## config.mk

```make
export PLATFORM = sky130hd
export DESIGN_NAME = int_src_ctrl
export DESIGN_NICKNAME = d
export VERILOG_FILES = /design/src/rtl/int_src_ctrl.sv
export SDC_FILE = /design/constraint.sdc
export NUM_CORES = 1
export LEC_CHECK = 0
export BUFFER_PORTS_ARGS = -buffer_cell sky130_fd_sc_hd__buf_4
export CAP_MARGIN = 20
export CORE_MARGIN = 2
export CORE_UTILIZATION = 56
export CTS_CLUSTER_DIAMETER = 80
export DETAILED_ROUTE_END_ITERATION = 7
export PLACE_DENSITY = 0.88
export RECOVER_POWER = 25
export SYNTH_ARGS = -nofsm -noshare
export SYNTH_HDL_FRONTEND = slang
export SYNTH_SLANG_ARGS = --single-unit
```

## constraint.sdc

```tcl
create_clock -name clk -period 4.8 [get_ports clk]
set_input_delay 0.24 -clock clk [delete_from_list [all_inputs] [get_ports clk]]
set_output_delay 0.24 -clock clk [all_outputs]
set_load 0.02 [all_outputs]
```

## src/rtl/int_src_ctrl.sv

```systemverilog
// -----------------------------------------------------------------------------
// int_src_ctrl
//   Interrupt source controller driving the CPU's external INT line.
//   Synchronizes up to N asynchronous request lines, latches rising edges as
//   pending, applies a software mask and fixed lowest-index-first priority,
//   and issues one PULSE-cycle INT pulse per accepted request. Further
//   requests are held off until the CPU's eret retires the in-service one.
//
// Ports
//   clk      in   system clock, rising edge
//   reset_n  in   asynchronous active-low reset
//   irq_in   in   [N-1:0] raw request lines, asynchronous, rising-edge sensitive
//   eret     in   one-cycle return-from-exception strobe
//   we       in   register write strobe
//   addr     in   [1:0] register select (0 MASK, 1 PENDING, 2 STATUS, 3 COUNT)
//   wdata    in   [31:0] write data
//   rdata    out  [31:0] read data, combinational from addr
//   INT      out  registered interrupt request to the CPU
//   int_id   out  [3:0] registered index of the in-service source
//   busy     out  registered, high while in ASSERT or SERVICE
// -----------------------------------------------------------------------------
module int_src_ctrl #(
  parameter int N     = 4,
  parameter int PULSE = 2
) (
  input  logic         clk,
  input  logic         reset_n,
  input  logic [N-1:0] irq_in,
  input  logic         eret,
  input  logic         we,
  input  logic [1:0]   addr,
  input  logic [31:0]  wdata,
  output logic [31:0]  rdata,
  output logic         INT,
  output logic [3:0]   int_id,
  output logic         busy
);

  // The pulse counter only ever holds PULSE-1 down to 0.
  localparam int CW = (PULSE > 1) ? $clog2(PULSE) : 1;

  typedef enum logic [1:0] {
    IDLE    = 2'd0,
    ASSERT  = 2'd1,
    SERVICE = 2'd2
  } state_t;

  state_t         state;
  logic [CW-1:0]  pulse_cnt;

  logic [N-1:0]   sync1, sync2, sync_prev;
  logic [N-1:0]   edge_det;
  logic [N-1:0]   pending;
  logic [N-1:0]   mask_q;
  logic [31:0]    count;

  logic [N-1:0]   req;
  logic [N-1:0]   take;
  logic [N-1:0]   w1c;
  logic [3:0]     winner;
  logic           start;

  // Upper write-data bits beyond the N request lines have no destination.
  logic           unused_wdata;
  assign unused_wdata = ^wdata[31:N];

  // ---------------------------------------------------------------------------
  // Input synchronizers and rising-edge detect. sync_prev is the previous
  // sample of sync2, so an edge is seen exactly once per low-to-high transition.
  // ---------------------------------------------------------------------------
  // NOTE: sequential state uses non-blocking assignments so every flop samples
  // the pre-edge value of its source, making the three-stage chain order-safe.
  always_ff @(posedge clk or negedge reset_n) begin
    if (!reset_n) begin
      sync1     <= '0;
      sync2     <= '0;
      sync_prev <= '0;
    end else begin
      sync1     <= irq_in;
      sync2     <= sync1;
      sync_prev <= sync2;
    end
  end

  assign edge_det = sync2 & ~sync_prev;

  // ---------------------------------------------------------------------------
  // Priority select: lowest enabled pending index wins. Iterating from the top
  // down lets the last match (the lowest index) overwrite earlier ones.
  // ---------------------------------------------------------------------------
  // NOTE: every combinational output gets a default before the loop; without
  // it, the no-request case would hold the old value and infer a latch.
  always_comb begin
    winner = '0;
    take   = '0;
    for (int i = N - 1; i >= 0; i--) begin
      if (req[i]) begin
        winner  = 4'(i);
        take    = '0;
        take[i] = 1'b1;
      end
    end
    if (state != IDLE) take = '0;
  end

  assign req   = pending & mask_q;
  assign start = (state == IDLE) && (|req);
  assign w1c   = (we && addr == 2'd1) ? wdata[N-1:0] : '0;

  // ---------------------------------------------------------------------------
  // Pending, mask and retired-interrupt count. A fresh edge overrides both a
  // same-cycle W1C and the capture clear, so no new request is ever lost.
  // ---------------------------------------------------------------------------
  always_ff @(posedge clk or negedge reset_n) begin
    if (!reset_n) begin
      pending <= '0;
      mask_q  <= '0;
      count   <= '0;
    end else begin
      pending <= (pending & ~(w1c | take)) | edge_det;
      if (we && addr == 2'd0) mask_q <= wdata[N-1:0];
      if (state == SERVICE && eret) count <= count + 32'd1;
    end
  end

  // ---------------------------------------------------------------------------
  // Control FSM with registered outputs. int_id is captured at acceptance, so
  // later MASK writes cannot disturb the in-service interrupt.
  // ---------------------------------------------------------------------------
  always_ff @(posedge clk or negedge reset_n) begin
    if (!reset_n) begin
      state     <= IDLE;
      pulse_cnt <= '0;
      INT       <= 1'b0;
      int_id    <= '0;
      busy      <= 1'b0;
    end else begin
      case (state)
        IDLE: begin
          if (start) begin
            state     <= ASSERT;
            int_id    <= winner;
            pulse_cnt <= CW'(PULSE - 1);
            INT       <= 1'b1;
            busy      <= 1'b1;
          end
        end
        ASSERT: begin
          if (pulse_cnt == '0) begin
            state <= SERVICE;
            INT   <= 1'b0;
          end else begin
            pulse_cnt <= pulse_cnt - CW'(1);
          end
        end
        SERVICE: begin
          // Returning to IDLE costs one cycle, guaranteeing a low gap on INT.
          if (eret) begin
            state <= IDLE;
            busy  <= 1'b0;
          end
        end
        default: begin
          state <= IDLE;
          INT   <= 1'b0;
          busy  <= 1'b0;
        end
      endcase
    end
  end

  // ---------------------------------------------------------------------------
  // Register read port.
  // ---------------------------------------------------------------------------
  always_comb begin
    rdata = '0;
    case (addr)
      2'd0: rdata = 32'(mask_q);
      2'd1: rdata = 32'(pending);
      2'd2: rdata = {23'd0, busy, 4'd0, int_id};
      2'd3: rdata = count;
      default: rdata = '0;
    endcase
  end

endmodule

```

==> impl_metrics.yaml <==
status:
  status: "complete, no violations"
clocking:
  ctsResizeCount: 0
  clkSlewWorstSetupHoldPaths_ns: 0.06
  clk_latency_ns: 0.33
  htreeDepth: 3
  cts_tree: "built"
  cts_sinks: 59
  cts_buffers: 9
  clk_root_buffer_cell: "clkbuf_8"
  cts_buffer_depth: 2
critical_path:
  reg2reg_to: "count[28]"
  worstRegToRegCells: 5
  critPathCaptureType: "flop"
  r2r-start: "count[0]"
  criticalPathCategory: "flop to flop"
  critPathArrivalTime_ns: 2.31
  rrSetupSlack_ns: 2.69
  critPathRequiredTime_ns: 5.01
  worstPathMaxFanout: 12
  worst_setup_path_start_kind: "flop"
yosys:
  netlist-cell-type-count: 40
  synth_top_cells_by_count: "59 x dfrtp_1, 33 x and3_1, 29 x xnor2_1"
  yosysSeqAreaShare: 0.519
  synth.top_cell.area_share: 0.519
  synth_edf_count: 0
  netlist_area_sq_um: 2850
  synth_most_common_cell: "dfrtp_1"
  synth_flop_cell: "dfrtp_1"
  yosysWarnings: 0
  synthTopCellsByArea: "dfrtp_1 52%, xnor2_1 8.9%, and3_1 7.3%, nand2_1 3.2%, nand3_1 2.8%"
  yosys.area.top_type: "dfrtp_1"
  ys_async_sr_fraction: 1.00
  synth_area_per_cell_sq_um: 10.9
  synthCells: 262
  synth-seq-cells: 59
sta:
  hold_viol_final: 0
  maxSlewHeadroom: 0.482
  skew_ns: 0.00785
  fmaxAchievable_mhz: 474
  setup_viol: 0
  whs_ns: 0.150
  slew_viol_final: 0
  fin_setup_tns_ns: 0
  finalCritPeriodShare: 0.439
  post-route-min-period_ns: 2.11
  grt_setup_unrepaired: "no"
  tightestPinTransition_ns: 0.771
layout:
  syn2layout_area_growth_pct: 21.6
  post-route-util: 0.718
  drive_gt1_frac: 0.250
  nNetsFinal: 355
  diodes: 0
floorplan:
  row_count: 25
  dieWidth_um: 75.3
  fp.dieArea_sq_um: 5670
  fp.dieH_um: 75.3
  core_area_sq_um: 4820
  initial_core_util: 0.591
  ios: 80
global_routing:
  grt_pass1_vias: 2080
  grtUsageTotal: 0.234
  antenna_found_initial: 0
  grt_max_degree: 60
  gr-total-overflow: 0
  grt_pass1_wl_mm: 9.76
worst_hold_path:
  hold_start: "wdata[0]"
  holdPathEnd: "mask_q[0]"
  min_path_type: "input pin to flop"
  whs_path_depth: 2
drt:
  wl_mm: 6.01
  wl_per_cell_um: 15.7
  viasPerCell: 5.66
  drcViolationCount: 0
  detail_route.iter0.violations: 219
  vias: 2168
  firstDrtPassIters: 4
  postRouteAntennaNets: 0
placed_design:
  gp_congestion: 0.778
  dp_hpwl_mm: 3.83
  port_buffers: 49
pwr:
  ir_drop_v: 0.000263
  p_leak_nw: 1.68
  power_density_nw_per_um2: 412
job:
  drv_cap: 0
## metal layers
metal	vias to the layer above	track usage	part of all wire
met5	-	0	0
met4	0	0.101	0.012
met3	6	0.0790	0.057
met2	75	0.369	0.50
met1	1057	0.295	0.43
li1	1030	-	-
## cells by family (layout without fill, tap and decap cells)
| kind of cell | count (synthesis) | count (layout) | share of synthesized area |
|---|---|---|---|
| flops | 59 | 59 | 0.519 |
| simple gates | 113 | 113 | 0.239 |
| mux | 10 | 10 | 0.0471 |
| xor+xnor | 31 | 31 | 0.0954 |
| other cells | 1 | 2 | 0.00132 |
| fa+ha+maj | 1 | 1 | 0.00440 |
| buf+inv | 26 | 79 | 0.0444 |
| compound gates | 21 | 21 | 0.0497 |
## area by class of cell
class	instances	area, sq um
clock inverter	1	5.00
clock buffer	14	193
sequential	59	1480
multi-input combinational	178	1250
inverter	10	37.5
tap	67	83.8
fill	373	1360
timing repair buffer	54	418
## worst max-delay path, cell delays in order (launching register included)
cell and delay [ns]:
dfrtp_1 0.44, ha_1 0.26, nand4b_2 0.17, nor4_4 0.69
nand4_1 0.23, xnor2_1 0.19
## flip-flops by register name, indices dropped and copies added, names as in the netlist, 2 cells and up
| signal | count |
|---|---|
| sync2 | 4 |
| mask_q | 4 |
| sync_prev | 4 |
| count | 32 |
| sync1 | 4 |
| int_id | 2 |
| state | 2 |
| pending | 4 |
## worst max-delay path by stage
stage | start | end | slack, ns | depth (start not counted)
finish | count[0] | count[28] | 2.69 | 5
global placement | count[0] | count[28] | 2.83 | 5
global route | count[1] | count[30] | 2.59 | 5
CTS | count[0] | count[28] | 2.71 | 5
detailed placement | count[0] | count[20] | 2.76 | 5
floorplan | count[0] | count[22] | 3.25 | 6
## what timing repair did
action	in CTS	in global routing
buffers inserted	0	0
hold buffers	5	0
hold endpoints to repair	63	0
## through the flow
step                      area, sq um  power, mW  worst slack [ns]  cells
after detailed placement         3210      0.989              2.76    363
after global routing             3460       1.50              2.59    383
after global placement           3210      0.971              2.83    363
after floorplan                  2850      0.871              3.25    263
final                            3460       1.42              2.69    383
after CTS                        3460       1.44              2.71    383
## where the power goes
part | switching (mW) | internal, mW | total (mW)
combinational | 0.171 | 0.153 | 0.324
clock | 0.180 | 0.254 | 0.434
sequential | 0.0966 | 0.569 | 0.665
## placed cells by master (no fill, tap or decap), drive strengths merged, types with 2 or more instances in the layout
master	count
conb	2
nand3	16
nand4b	3
dfrtp	59
mux2	7
and3	33
a32o	2
dlygate4sd3	5
and4	2
nor2	8
nand4	13
buf	45
inv	10
nor3	5
o21ai	4
mux4	2
a21oi	7
xor2	2
clkbuf	18
nor4	3
a22o	3
a22oi	2
xnor2	29
nand2	24
No activity file was read; power rests on OpenSTA's default activity.
